File: src/rtl/chrono_pkg.sv
// rtl/chrono_pkg.sv - shared states, digit limits and BCD helper for the chronometer
package chrono_pkg;

    typedef enum logic [1:0] {
        IDLE  = 2'd0,
        RUN   = 2'd1,
        PAUSE = 2'd2,
        LAP   = 2'd3
    } state_t;

    localparam int DIGIT_W = 4;

    typedef logic [DIGIT_W-1:0] digit_t;

    localparam digit_t TENTHS_MAX   = 4'd9;
    localparam digit_t SEC_ONES_MAX = 4'd9;
    localparam digit_t SEC_TENS_MAX = 4'd5;
    localparam digit_t MIN_ONES_MAX = 4'd9;
    localparam digit_t MIN_TENS_MAX = 4'd5;

    typedef struct packed {
        digit_t min_tens;
        digit_t min_ones;
        digit_t sec_tens;
        digit_t sec_ones;
        digit_t tenths;
    } count_t;

    // 59:59.9 packed as BCD nibbles, most significant digit first
    localparam count_t TERMINAL = 20'h59599;

    // Value a single BCD digit takes after an edge with the given enable
    function automatic digit_t bcd_step(input digit_t value, input logic en, input digit_t max_value);
        if (!en)
            return value;
        return (value == max_value) ? '0 : value + 4'd1;
    endfunction

endpackage

File: src/rtl/chrono_if.sv
// rtl/chrono_if.sv - control pulses in, BCD digits and status out
interface chrono_if;
    import chrono_pkg::*;

    logic   tick;
    logic   start_stop;
    logic   lap;
    logic   clear;
    digit_t tenths;
    digit_t sec_ones;
    digit_t sec_tens;
    digit_t min_ones;
    digit_t min_tens;
    logic   running;
    logic   lap_active;
    logic   rollover;

    modport master (
        output tick, start_stop, lap, clear,
        input  tenths, sec_ones, sec_tens, min_ones, min_tens,
        input  running, lap_active, rollover
    );

    modport slave (
        input  tick, start_stop, lap, clear,
        output tenths, sec_ones, sec_tens, min_ones, min_tens,
        output running, lap_active, rollover
    );

endinterface

File: src/rtl/bcd_digit_counter.sv
// rtl/bcd_digit_counter.sv - one BCD digit of the ripple-enable chain
module bcd_digit_counter
    import chrono_pkg::*;
#(
    parameter digit_t MAX = 4'd9
) (
    input  logic   clk,
    input  logic   rst,
    input  logic   en,
    input  logic   clr,
    output digit_t value,
    output logic   carry
);

    assign carry = en && (value == MAX);

    // Digit register: clear wins, otherwise advance and wrap past MAX
    always_ff @(posedge clk or negedge rst) begin
        if (!rst)
            value <= '0;
        else if (clr)
            value <= '0;
        else
            value <= bcd_step(value, en, MAX);
    end

endmodule

File: src/rtl/chrono_core.sv
// rtl/chrono_core.sv - start/stop/lap/clear control and MM:SS.t time base
module chrono_core
    import chrono_pkg::*;
#(
    parameter bit WRAP = 1'b1
) (
    input logic     clk,
    input logic     rst,
    chrono_if.slave bus
);

    state_t state;
    state_t state_next;
    count_t live;
    count_t live_next;
    count_t snap;
    count_t snap_next;
    count_t disp;
    count_t disp_next;

    digit_t tenths_q;
    digit_t sec_ones_q;
    digit_t sec_tens_q;
    digit_t min_ones_q;
    digit_t min_tens_q;

    logic c_tenths;
    logic c_sec_ones;
    logic c_sec_tens;
    logic c_min_ones;
    logic c_min_tens;

    logic saturated;
    logic running_q;
    logic lap_active_q;
    logic rollover_q;
    logic tick_ok;
    logic at_terminal;
    logic inc_en;
    logic roll_evt;

    assign live        = {min_tens_q, min_ones_q, sec_tens_q, sec_ones_q, tenths_q};
    assign at_terminal = (live == TERMINAL);

    // A tick counts only while running; clear on the same edge discards it
    assign tick_ok  = bus.tick && !bus.clear && (state == RUN || state == LAP);
    // In saturating mode the chain is frozen once 59:59.9 is reached
    assign inc_en   = tick_ok && (WRAP || !at_terminal);
    // Wrapping mode: carry out of the top digit; saturating: first terminal tick only
    assign roll_evt = WRAP ? c_min_tens : (tick_ok && at_terminal && !saturated);

    bcd_digit_counter #(.MAX(TENTHS_MAX)) u_tenths (
        .clk(clk), .rst(rst), .en(inc_en), .clr(bus.clear),
        .value(tenths_q), .carry(c_tenths)
    );

    bcd_digit_counter #(.MAX(SEC_ONES_MAX)) u_sec_ones (
        .clk(clk), .rst(rst), .en(c_tenths), .clr(bus.clear),
        .value(sec_ones_q), .carry(c_sec_ones)
    );

    bcd_digit_counter #(.MAX(SEC_TENS_MAX)) u_sec_tens (
        .clk(clk), .rst(rst), .en(c_sec_ones), .clr(bus.clear),
        .value(sec_tens_q), .carry(c_sec_tens)
    );

    bcd_digit_counter #(.MAX(MIN_ONES_MAX)) u_min_ones (
        .clk(clk), .rst(rst), .en(c_sec_tens), .clr(bus.clear),
        .value(min_ones_q), .carry(c_min_ones)
    );

    bcd_digit_counter #(.MAX(MIN_TENS_MAX)) u_min_tens (
        .clk(clk), .rst(rst), .en(c_min_ones), .clr(bus.clear),
        .value(min_tens_q), .carry(c_min_tens)
    );

    // Post-edge live count, needed so a lap snapshot includes a same-edge tick
    always_comb begin
        live_next = live;
        if (bus.clear) begin
            live_next = '0;
        end else begin
            live_next.tenths   = bcd_step(live.tenths,   inc_en,     TENTHS_MAX);
            live_next.sec_ones = bcd_step(live.sec_ones, c_tenths,   SEC_ONES_MAX);
            live_next.sec_tens = bcd_step(live.sec_tens, c_sec_ones, SEC_TENS_MAX);
            live_next.min_ones = bcd_step(live.min_ones, c_sec_tens, MIN_ONES_MAX);
            live_next.min_tens = bcd_step(live.min_tens, c_sec_tens && c_min_ones, MIN_TENS_MAX);
        end
    end

    // Control FSM next state: clear > start_stop > lap, saturation forces a pause
    always_comb begin
        state_next = state;
        if (bus.clear) begin
            state_next = IDLE;
        end else begin
            unique case (state)
                IDLE:    if (bus.start_stop) state_next = RUN;
                RUN:     if (bus.start_stop) state_next = PAUSE;
                         else if (bus.lap)   state_next = LAP;
                PAUSE:   if (bus.start_stop) state_next = RUN;
                LAP:     if (bus.start_stop) state_next = PAUSE;
                         else if (bus.lap)   state_next = RUN;
                default: state_next = IDLE;
            endcase
            if (roll_evt && !WRAP)
                state_next = PAUSE;
        end
    end

    // Snapshot capture on entering LAP, and the display source for the next cycle
    always_comb begin
        snap_next = snap;
        if (bus.clear)
            snap_next = '0;
        else if (state == RUN && !bus.start_stop && bus.lap)
            snap_next = live_next;
        disp_next = (state_next == LAP) ? snap_next : live_next;
    end

    // Control FSM state register
    always_ff @(posedge clk or negedge rst) begin
        if (!rst)
            state <= IDLE;
        else
            state <= state_next;
    end

    // Snapshot, saturation flag and registered outputs
    always_ff @(posedge clk or negedge rst) begin
        if (!rst) begin
            snap         <= '0;
            saturated    <= 1'b0;
            disp         <= '0;
            running_q    <= 1'b0;
            lap_active_q <= 1'b0;
            rollover_q   <= 1'b0;
        end else begin
            snap         <= snap_next;
            disp         <= disp_next;
            running_q    <= (state_next == RUN) || (state_next == LAP);
            lap_active_q <= (state_next == LAP);
            rollover_q   <= roll_evt;
            if (bus.clear)
                saturated <= 1'b0;
            else if (roll_evt && !WRAP)
                saturated <= 1'b1;
        end
    end

    assign bus.tenths     = disp.tenths;
    assign bus.sec_ones   = disp.sec_ones;
    assign bus.sec_tens   = disp.sec_tens;
    assign bus.min_ones   = disp.min_ones;
    assign bus.min_tens   = disp.min_tens;
    assign bus.running    = running_q;
    assign bus.lap_active = lap_active_q;
    assign bus.rollover   = rollover_q;

endmodule
File: src/flat_wrapper.sv
// flat-port wrapper written by rule: the top's interface ports become plain ports
module chrono_core_flat import chrono_pkg::*;
#(
    parameter bit WRAP = 1'b1
)
  (clk, rst, bus_tick, bus_start_stop, bus_lap, bus_clear, bus_tenths, bus_sec_ones, bus_sec_tens, bus_min_ones, bus_min_tens, bus_running, bus_lap_active, bus_rollover);
  chrono_if bus_i ();
  input logic clk;
  input logic rst;
  input wire logic [$bits(bus_i.tick)-1:0] bus_tick;
  input wire logic [$bits(bus_i.start_stop)-1:0] bus_start_stop;
  input wire logic [$bits(bus_i.lap)-1:0] bus_lap;
  input wire logic [$bits(bus_i.clear)-1:0] bus_clear;
  output wire logic [$bits(bus_i.tenths)-1:0] bus_tenths;
  output wire logic [$bits(bus_i.sec_ones)-1:0] bus_sec_ones;
  output wire logic [$bits(bus_i.sec_tens)-1:0] bus_sec_tens;
  output wire logic [$bits(bus_i.min_ones)-1:0] bus_min_ones;
  output wire logic [$bits(bus_i.min_tens)-1:0] bus_min_tens;
  output wire logic [$bits(bus_i.running)-1:0] bus_running;
  output wire logic [$bits(bus_i.lap_active)-1:0] bus_lap_active;
  output wire logic [$bits(bus_i.rollover)-1:0] bus_rollover;
  assign bus_i.tick = bus_tick;
  assign bus_i.start_stop = bus_start_stop;
  assign bus_i.lap = bus_lap;
  assign bus_i.clear = bus_clear;
  assign bus_tenths = bus_i.tenths;
  assign bus_sec_ones = bus_i.sec_ones;
  assign bus_sec_tens = bus_i.sec_tens;
  assign bus_min_ones = bus_i.min_ones;
  assign bus_min_tens = bus_i.min_tens;
  assign bus_running = bus_i.running;
  assign bus_lap_active = bus_i.lap_active;
  assign bus_rollover = bus_i.rollover;
  chrono_core #(.WRAP(WRAP)) u_core (.clk(clk), .rst(rst), .bus(bus_i));
endmodule
File: config.mk
export PLATFORM = sky130hd
export DESIGN_NAME = chrono_core_flat
export DESIGN_NICKNAME = d
export VERILOG_FILES = /design/src/rtl/chrono_pkg.sv /design/src/rtl/chrono_if.sv /design/src/rtl/bcd_digit_counter.sv /design/src/rtl/chrono_core.sv /design/src/flat_wrapper.sv
export SDC_FILE = /design/constraint.sdc
export NUM_CORES = 1
export LEC_CHECK = 0
export CORE_AREA = 10 10 94 96
export CTS_CLUSTER_DIAMETER = 200
export DETAILED_ROUTE_END_ITERATION = 12
export DIE_AREA = 0 0 104 106
export PLACE_DENSITY = 0.65
export REMOVE_ABC_BUFFERS = 1
export SLEW_MARGIN = 0
export SYNTH_ARGS = -nofsm -noshare
export SYNTH_HDL_FRONTEND = slang
export SYNTH_SLANG_ARGS = --single-unit
File: constraint.sdc
create_clock -name clk -period 2.45 [get_ports clk]
set_input_delay 0.245 -clock clk [delete_from_list [all_inputs] [get_ports clk]]
set_output_delay 0.245 -clock clk [all_outputs]
set_load 0.01 [all_outputs]
Word-level counts from Yosys, hierarchy flattened. Cells that the tools add are included.

Memories kept: 0. Input bits: 6. Logic and storage cells: 95. ROM bits: 0. Bits in registers: 65. Output and inout bits: 23. Bits in latches: 0. Memory bits (writable): 0.

Multiplexer cells: 44. Shifts and indexed selects: 0. Reductions and logical operators: 16. Multipliers: 0. Div/mod/pow operators: 0. Equal/unequal tests: 11. Add/subtract/negate cells: 5. Bitwise logic cells: 0. Order comparisons: 0.

Operator list (number): $mux W4 (21); $mux W20 (4); $add A4 B1 Y4 const B (5); $eq A4 B4 Y1 const B (3); $mux W1 (12); $mux W2 (6); $logic_and A1 B1 Y1 (10); $eq A4 B3 Y1 const B (2); $eq A2 B2 Y1 const B (3); $pmux W2 S3 (1); $eq A2 B1 Y1 const B (2); $ne A3 B2 Y1 const B (1); $logic_not A1 Y1 (2); $logic_not A2 Y1 (1); $logic_or A1 B1 Y1 (2); $reduce_or A2 Y1 (1).

Longest topological paths before layout. Gate-level depths: netlist of run 1.

Depth in word-level cells: 15. Gate-level depth with buffers: 8. Depth with buffers taken out: 6.

Cells and area by module. Synthesis of run 1 repeated with hierarchy kept, for this count alone.

Cells, all modules: 366. Area, all modules: 3593.4 um^2.

Modules (own cells, without submodules): chrono_core (area an instance 2444.8 um^2, sequential area each 1101.1 um^2, cells each 243, instances 1); bcd_digit_counter at u_core.u_min_ones ... (area an instance 241.5 um^2, sequential area each 100.1 um^2, cells each 26, instances 2); bcd_digit_counter at u_core.u_min_tens ... (area an instance 229.0 um^2, sequential area each 100.1 um^2, cells each 25, instances 2); bcd_digit_counter at u_core.u_tenths (area an instance 207.7 um^2, sequential area each 100.1 um^2, cells each 21, instances 1).

Worst setup path before layout of run 1. Ideal clock, no wire load.

Path kind: register to register. Start point: register u_core.u_sec_tens.value[1]. End point: register u_core.snap[17] (netlist name). Cell stages (with the launch flop): 9. Arrival time: 1.829 ns. Buffers on the path: 2. Period minus slack after synthesis: 1.911 ns. Slack: 0.539 ns. Required time: 2.368 ns. Setup time: 0.082 ns. Path through: dfrtp_1 -> inv_1 -> ha_1 -> and3b_1 -> clkbuf_1 -> nand4_1 -> buf_2 -> or4_4 -> a31oi_1.

RTL lines: from (decl) (line bcd_digit_counter.sv:11) `output digit_t value,`; from (signal assigned) (line bcd_digit_counter.sv:24) `value <= bcd_step(value, en, MAX);`; to (signal assigned) (line chrono_core.sv:139) `snap <= snap_next;`; to (decl) (line chrono_core.sv:16) `count_t snap;`.

==> reports/qor.yml, run 1 <==
crit_path_start_kind: "flip-flop"
r2r_cells: 6
hp-class: "in2async"
final-hold-violation-count: 0
finalSetupViolations: 0
cp_top_family: "simple AND/OR/NAND/NOR gates"
cts-htree-levels: 3
dr.pass1.iters: 5
syn_area_um2: 3047
place.gp.congestion: 0.7842
synthSimpleGateAreaFrac_pct: 19.01
clock_skew_ns: 0.007807
finalWirelength_um: 6529
slew_headroom_pct: 55.68
synthAdderAreaFrac_pct: 4.107
first_iter_violations: 74
synth_top_area_cell: "dfrtp_1"
nets: 347
cp_data_required_time_ns: 2.68
die_w_um: 104
grt_pass1_vias: 2241
fin_crit_ns: 2.247
max_stage_delay_ns: 0.56
crit_buf_inv: 1
root_buffer: "clkbuf_8"
ys.flop_type: "dfrtp_1"
die_area_um2: 11020
setup-tns-final_ns: 0
drv_cap: 0
track_usage_pct: 12.44
synthTopCellsByArea: "dfrtp_1, nor2_1, ha_1"
ys_ff_latch: 64
cts_buffers: 9
setup.worst_path.end_class: "flip-flop"
final_layout_size_suffix_gt1_share_pct: 9.254
tightest_slew_ns: 0.6641
slew_viol_final: 0
initial_core_util_pct: 43.16
synth_top_area_share_pct: 52.57
grt_pass1_wl_um: 11160
rsz0062_at_grt: "false"
synth_cells: 306
power_leakage_nw: 1.647
vdd_ir_drop_max_mv: 0.2706
ys_warn_count: 0
run_status: "finished, final reports clean"
crit_arrival_ns: 2.48
ant_nets: 0
area_growth_syn_to_layout_pct: 18.36
final_cell_mix: "dfrtp_1, nor2_1, clkdlybuf4s50_1"
synthMuxAreaShare_pct: 3.080
core_um2: 7059
r2r_end: "u_core.bus.min_tens[0]"
regToRegSetupSlack_ns: 0.20
clk_latency_ns: 0.34
grt_overflow_total: 0
syn_avg_cell_area_um2: 9.956
post-route-period-util_pct: 91.71
path_depth: 6
die_h_um: 106
dpl.hpwl_um: 4445
worstPathCellList: "inv_1 -> ha_1 -> and3b_1 -> nand4_1 -> or4_1 -> a311oi_1"
fin_cells: 434
antenna_cells: 0
fillers: 663
worst-setup-path-type: "reg2reg"
rr_startpoint: "u_core.u_tenths.value[1]"
cts.sinks: 64
synth-xor-area-share_pct: 0.2875
clk_path_buf_depth: 2
cts_tree: "built"
synth_seq_area_share_pct: 52.57
cp_slowest_cell: "or4_1"
layout_commonest_cell: "dfrtp_1"
p_per_area_nw_per_um2: 548.2
vias_per_cell: 5.359
ys_async_sr_fraction_pct: 100.0
crit_start: "u_core.u_tenths.value[1]"
num_vias: 2326
wire_per_inst_um: 15.04
row_count: 31
path_clk_slew_ns: 0.07
dp.cells: 418
synth_cell_types: 45
cp_max_fo: 10
synth_compound_area_share_pct: 16.55
max_freq_ghz: 0.4451
grt_max_degree: 41
antenna_found_initial: 0
endpoint: "u_core.bus.min_tens[0]"
synth_top_family_by_area: "simple AND/OR/NAND/NOR gates"
power.total_w: 0.001977
num_io_pins: 29
port_buffers: 28
drcViolationCount: 0
synth_edf_count: 0
-- synthesized netlist by cell type, types with 4 or more instances --
cell type / instances
dfrtp_1: 64
nor2_1: 42
a21oi_1: 21
o21ai_0: 19
a211oi_1: 14
clkbuf_1: 13
nand2_1: 12
ha_1: 10
nand3_1: 10
buf_2: 8
inv_1: 8
a31oi_1: 7
mux2i_1: 6
and3b_1: 5
nand3b_1: 5
nand4_1: 5
nand2b_1: 4
nor2b_1: 4
nor4_1: 4
o211ai_1: 4
-- worst min path at each step --
stage / end / cells past startpoint
3_3_place_gp: u_core.bus.tenths[3] / 1
2_1_floorplan: u_core.bus.lap_active / 0
3_5_place_dp: u_core.bus.tenths[3] / 1
4_1_cts: u_core.bus.tenths[3] / 2
6_report: u_core.bus.tenths[3] / 2
5_1_grt: u_core.bus.tenths[0] / 2
-- where the power goes --
part	internal, W	total (W)	switching (W)
Combinational	0.0000366	0.000103	0.0000664
Sequential	0.00107	0.00108	0.0000118
Clock	0.000409	0.000791	0.000382
Total	0.00152	0.00198	0.000460
-- state kept, by name, indices dropped and copies added (netlist names), 4 cells and up --
name	flops
u_core.u_min_tens.value	4
u_core.snap	20
u_core.bus.sec_ones	4
u_core.bus.tenths	4
u_core.u_min_ones.value	4
u_core.u_sec_ones.value	4
u_core.bus.min_ones	4
u_core.bus.min_tens	4
u_core.u_sec_tens.value	4
u_core.u_tenths.value	4
u_core.bus.sec_tens	4
-- what timing repair did --
| item | 4_1_cts | 5_1_grt |
|---|---|---|
| hold buffers | 1 | 0 |
| gates resized for setup | 0 | 0 |
| endpoints found under the hold margin | 24 | 0 |
| setup buffers | 0 | 0 |
-- layer usage --
layer / up-vias / routed length [um] / GRT usage [%]
met5: - / 0 / 0
met4: 0 / 127 / 6.163
met3: 9 / 297 / 4.287
met2: 38 / 2924 / 18.75
met1: 1122 / 3180 / 15.61
li1: 1157 / - / -
-- layout make-up --
cell class | count | area [um2] | area share (%)
tap | 99 | 123.9 | 3.435
inverter | 8 | 30.03 | 0.8328
clock buffer | 11 | 151.4 | 4.198
sequential | 64 | 1602 | 44.41
multi-input combinational | 210 | 1314 | 36.43
timing repair buffer | 38 | 365.4 | 10.13
clock inverter | 4 | 20.02 | 0.5552
-- stage by stage --
stage	setup WS, ns	area, um2	hold slack, ns	utilization, %
after global routing	0.01566	3606	0.4866	51.08
after CTS	0.2123	3606	0.4519	51.08
after floorplan	0.2153	2943	-0.05059	-
after global placement	0.1932	3425	0.2748	48.51
after detailed placement	0.1958	3425	0.2757	48.51
final	0.2032	3606	0.4391	51.08
-- cells by family after synthesis --
group | count (synthesis)
AND/OR/NAND/NOR | 110
AO/OA/AOI/OAI | 80
flip-flops | 64
buffers and inverters | 32
adder cells (fa/ha/maj) | 10
multiplexers | 9
XOR/XNOR | 1
Power figures use the tool's default switching activity.
==> run 2: changes to the inputs <==
Settings changed: CORE_AREA 10 10 94 96 to 10 10 70 130, DIE_AREA 0 0 104 106 to 0 0 80 140, GPL_TIMING_DRIVEN set to 0, PLACE_DENSITY 0.65 to 0.64.
==> run 2 against run 1 <==
Effect of this change: the run now ends with hold timing left; design area up 1.8%; core utilization is 1.4 points higher; die area up 1.6%; critical path type unchanged; largest power group is now the clock network; highest routed layer unchanged.
==> reports/qor.yml, run 2 (synthesis gave the netlist of run 1 again) <==
run_status: "finished, violations left"
violations: "hold timing"
cp_data_required_time_ns: 2.68
path_clk_slew_ns: 0.05
cts.sinks: 64
final_cell_mix: "dfrtp_1, nor2_1, clkdlybuf4s50_1"
ff_latch_area_um2: 1602
first_iter_violations: 173
grt_pass1_vias: 2346
regToRegSetupSlack_ns: 0.19
max_freq_ghz: 0.4424
num_io_pins: 29
final_layout_size_suffix_gt1_share_pct: 8.182
vias_per_cell: 5.576
largest_reg_flops: 20
crit_arrival_ns: 2.49
worstPathCellList: "inv_1 -> ha_1 -> and3b_1 -> nand4_1 -> or4_1 -> a311oi_1"
initial_core_util_pct: 43.56
clk_path_buf_depth: 2
p_switching_w: 0.0005196
root_buffer: "clkbuf_16"
worst-setup-path-type: "reg2reg"
clock_power_share_pct: 52.1
antenna_found_initial: 0
fin_crit_ns: 2.260
drcViolationCount: 0
post-route-period-util_pct: 92.26
ant_nets: 0
die_w_um: 80
place.gp.congestion: 0.7899
fillers: 654
finalWirelength_um: 6647
dpl.hpwl_um: 4321
hp-class: "in2async"
crit_buf_inv: 1
power_frac_seq_pct: 44.1
port_buffers: 28
grt_pass1_wl_um: 11160
power.total_w: 0.002461
area_growth_syn_to_layout_pct: 20.53
setup.worst_path.end_class: "flip-flop"
wire_per_inst_um: 15.83
largest_register: "u_core.snap"
rsz0062_at_grt: "false"
slew_viol_final: 0
crit_path_start_kind: "flip-flop"
dr.pass1.iters: 4
rr_startpoint: "u_core.u_tenths.value[1]"
multiInputGateArea_um2: 1318
row_count: 43
antenna_cells: 0
cp_slowest_cell: "or4_1"
core_um2: 6994
power_leakage_nw: 1.671
tightest_slew_ns: 0.8429
internal_power_w: 0.001941
nets: 341
final-hold-violation-count: 8
r2r_end: "u_core.bus.min_tens[0]"
cp_top_family: "simple AND/OR/NAND/NOR gates"
track_usage_pct: 12.68
layout_commonest_cell: "dfrtp_1"
grt_max_degree: 65
num_vias: 2342
drv_cap: 0
r2r_cells: 6
combPwrFrac_pct: 3.8
cts_tree: "built"
dpl_cell_area_um2: 3346
vdd_ir_drop_max_mv: 0.4599
p_per_area_nw_per_um2: 670.1
final_core_util_pct: 52.50
holdWs_ns: -0.01661
max_stage_delay_ns: 0.57
cp_max_fo: 10
cts_buffers: 9
grt_overflow_total: 0
fin_area_um2: 3672
clk_latency_ns: 0.33
p_sw_share_pct: 21.12
die_area_um2: 11200
die_h_um: 140
slew_headroom_pct: 43.81
setup-tns-final_ns: 0
clock_skew_ns: 0.004895
cts-htree-levels: 3
finalSetupViolations: 0
-- run 2: cell count changes in the layout (fill, tap and decap cells not counted), sizes merged --
cell | previous run | this run
clkinv | 4 | 2
dlygate4sd3 | 1 | 0
clkdlybuf4s50 | 27 | 26
buf | 10 | 6
clkbuf | 11 | 13
bufinv | 0 | 1
-- run 2: layout make-up --
class	count	share of cell area, %
Tap cell	90	3.066
Clock buffer	13	7.087
Clock inverter	3	1.090
Sequential cell	64	43.61
Multi-Input combinational cell	210	35.88
Timing Repair Buffer	32	8.450
Inverter	8	0.8177
-- run 2: per-layer routing --
layer	up-vias	GRT usage, %	part of all wire, %
met5	-	0	0
li1	1145	-	-
met3	14	2.949	4.0
met1	1146	13.13	40
met2	37	21.76	53
met4	0	8.209	2.6
-- run 2: timing repair --
item / in CTS / in global routing
setup endpoints to repair: 9 / 11
resized for setup: 1 / 1
cloned: 0 / 0
pin swaps: 1 / 0
hold buffers: 0 / 0
buffers inserted: 3 / 0
-- run 2: power groups by stage --
stage	clock network, W	logic [W]	registers [W]
after floorplan	0	0.0000342	0.00110
after global placement	0	0.0000942	0.00110
after CTS	0.00130	0.0000966	0.00108
after detailed placement	0	0.0000961	0.00110
final	0.00128	0.0000942	0.00109
after global routing	0.00135	0.000106	0.00109
-- run 2: metrics by stage --
step	hold slack [ns]	setup slack, ns	std cells
3_5_place_dp	0.3895	-0.2619	401
4_1_cts	0.03896	0.08353	420
3_3_place_gp	0.4632	-1.276	400
6_report	-0.01661	0.1896	420
2_1_floorplan	-0.05059	0.2153	282
5_1_grt	0.08474	0.05760	420
-- run 2: worst max path at each step --
stage | startpoint | to | slack, ns | cells past startpoint
6_report | u_core.u_tenths.value[1] | u_core.bus.min_tens[0] | 0.19 | 6
2_1_floorplan | u_core.bus.running | u_core.snap[18] | 0.22 | 4
3_5_place_dp | bus_tick | u_core.bus.min_tens[0] | -0.26 | 5
5_1_grt | u_core.u_tenths.value[1] | u_core.bus.min_tens[0] | 0.06 | 6
3_3_place_gp | bus_clear | u_core.bus.min_tens[0] | -1.28 | 5
4_1_cts | u_core.bus.running | u_core.bus.tenths[0] | 0.08 | 3
-- run 2: worst reg2reg max path, stage by stage (launching register included) --
cell and delay (ns):
dfrtp_1 0.42, inv_1 0.07, ha_1 0.18, and3b_1 0.38, nand4_1 0.23, or4_1 0.58, a311oi_1 0.29
==> run 3: changes to the inputs <==
Settings changed: CELL_PAD_IN_SITES_DETAIL_PLACEMENT set to 0, CELL_PAD_IN_SITES_GLOBAL_PLACEMENT set to 1, CORE_AREA 10 10 70 130 to 10 10 70 131, DIE_AREA 0 0 80 140 to 0 0 80 141, PLACE_DENSITY 0.64 to 0.78.
==> run 3 against run 2 <==
Effect of this change: the flow still finishes with violations (hold timing); design area is 0.58% higher; die area is 0.71% higher; worst setup slack got worse by 0.050 ns; clock power hardly changed; non-clock buffer count unchanged; critical path type unchanged; critical endpoint unchanged; largest power group unchanged.
==> reports/qor.yml, run 3 (synthesis gave the netlist of run 1 again) <==
cp_top_family: "simple AND/OR/NAND/NOR gates"
p_sw_share_pct: 20.23
cts_hold_buf: 0
dpl.hpwl_um: 4230
worst-setup-path-type: "reg2reg"
power_leakage_nw: 1.680
power_frac_seq_pct: 44.1
max_freq_ghz: 0.4328
crit_arrival_ns: 2.54
fin_crit_ns: 2.310
setup.worst_path.end_class: "flip-flop"
antenna_found_initial: 0
clock_skew_ns: 0.007451
drv_cap: 0
vdd_ir_drop_max_mv: 0.5053
largest_reg_flops: 20
track_usage_pct: 12.25
final_layout_size_suffix_gt1_share_pct: 8.511
fin_area_um2: 3694
initial_core_util_pct: 42.57
nets: 341
path_clk_slew_ns: 0.05
first_iter_violations: 168
crit_buf_inv: 1
drcViolationCount: 0
die_h_um: 141
layout_setup_ws_ns: 0.1397
fillers: 648
cts_tree: "built"
num_vias: 2349
grt_max_degree: 65
worstPathCellList: "inv_1 -> ha_1 -> and3b_1 -> nand4_1 -> or4_1 -> a311oi_1"
holdWs_ns: -0.0004222
finalSetupViolations: 0
max_stage_delay_ns: 0.58
antenna_cells: 0
root_buffer: "clkbuf_16"
largest_register: "u_core.snap"
slew_headroom_pct: 43.72
cts_buffers: 9
dpl_cell_area_um2: 3361
grt_pass1_vias: 2290
place.gp.congestion: 0.7872
combPwrFrac_pct: 3.9
ant_nets: 0
layout_commonest_cell: "dfrtp_1"
hp-class: "in2async"
rsz0062_at_grt: "false"
p_per_area_nw_per_um2: 666.3
die_w_um: 80
run_status: "finished, violations left"
dp.cells: 403
tightest_slew_ns: 0.8443
cp_max_fo: 10
final-hold-violation-count: 1
cts.sinks: 64
clk_latency_ns: 0.33
grt_pass1_wl_um: 10850
num_io_pins: 29
wire_per_inst_um: 15.75
vias_per_cell: 5.580
cp_data_required_time_ns: 2.68
internal_power_w: 0.001963
row_count: 44
cts-htree-levels: 3
clk_path_buf_depth: 2
finalWirelength_um: 6632
setup-tns-final_ns: 0
final_cell_mix: "dfrtp_1, nor2_1, clkdlybuf4s50_1"
area_growth_syn_to_layout_pct: 21.23
p_switching_w: 0.0004978
port_buffers: 28
cp_slowest_cell: "or4_1"
slew_viol_final: 0
die_area_um2: 11280
crit_path_start_kind: "flip-flop"
dr.pass1.iters: 4
violations: "hold timing"
fin_cells: 421
regToRegSetupSlack_ns: 0.14
clock_power_share_pct: 52.0
post-route-period-util_pct: 94.30
grt_overflow_total: 0
pre_cts_ws_ns: -0.2841
core_um2: 7157
[run 3: cell types whose count changed in the layout (fill, tap and decap cells not counted), sizes merged]
| cell | before | now |
|---|---|---|
| clkbuf | 13 | 12 |
[run 3: routing by layer]
metal | GRT usage (%) | vias up | routed length, um
met3 | 4.650 | 5 | 409
li1 | - | 1136 | -
met5 | 0 | - | 0
met4 | 5.317 | 0 | 73
met2 | 20.40 | 51 | 3391
met1 | 13.28 | 1157 | 2758
[run 3: path summary, 6_finish.rpt]
kind                                               start                          to  cells after the start
worst max register to register  u_core.u_tenths.value[1]      u_core.bus.min_tens[0]                      6
min in group clk                          u_core.snap[3]        u_core.bus.tenths[3]                      2
worst max-delay path            u_core.u_tenths.value[1]      u_core.bus.min_tens[0]                      6
worst min register to register            u_core.snap[3]        u_core.bus.tenths[3]                      2
max in group asynchronous                            rst  u_core.u_min_ones.value[2]                      1
worst min-delay path                                 rst        u_core.bus.tenths[1]                      1
[run 3: stage by stage]
| stage | hold WS [ns] | utilization, % | total power [W] |
|---|---|---|---|
| 2_1_floorplan | -0.05059 | - | 0.001136 |
| 3_3_place_gp | 0.4592 | 46.64 | 0.001195 |
| 3_5_place_dp | 0.3895 | 46.96 | 0.001201 |
| 4_1_cts | 0.02880 | 51.56 | 0.002499 |
| 5_1_grt | 0.06840 | 51.61 | 0.002555 |
| 6_report | -0.0004222 | 51.61 | 0.002461 |
[run 3: final cells by class]
class | count | area (um2) | area share [%]
clock buffers | 12 | 266.5 | 7.215
clock inverters | 3 | 40.04 | 1.084
inverters | 8 | 30.03 | 0.8130
multi-input cells | 210 | 1318 | 35.67
flip-flops and latches | 64 | 1602 | 43.36
well taps | 92 | 115.1 | 3.117
repair buffers | 32 | 322.8 | 8.740
[run 3: power groups by stage]
| stage | registers, W | clock network (W) | logic, W |
|---|---|---|---|
| after floorplan | 0.00110 | 0 | 0.0000342 |
| after global placement | 0.00110 | 0 | 0.0000937 |
| after detailed placement | 0.00110 | 0 | 0.0000987 |
| after CTS | 0.00108 | 0.00132 | 0.0000989 |
| after global routing | 0.00109 | 0.00136 | 0.000108 |
| final | 0.00108 | 0.00128 | 0.0000966 |
[run 3: worst register-to-register path, cell delays in order, from the launching register on]
cell and delay [ns]:
dfrtp_1 0.42, inv_1 0.08, ha_1 0.17, and3b_1 0.41, nand4_1 0.27, or4_1 0.58, a311oi_1 0.28
[run 3: what timing repair did]
item / 4_1_cts / 5_1_grt
pin swaps: 1 / 0
gates resized for setup: 1 / 1
setup buffers: 3 / 0
setup endpoints to repair: 9 / 2
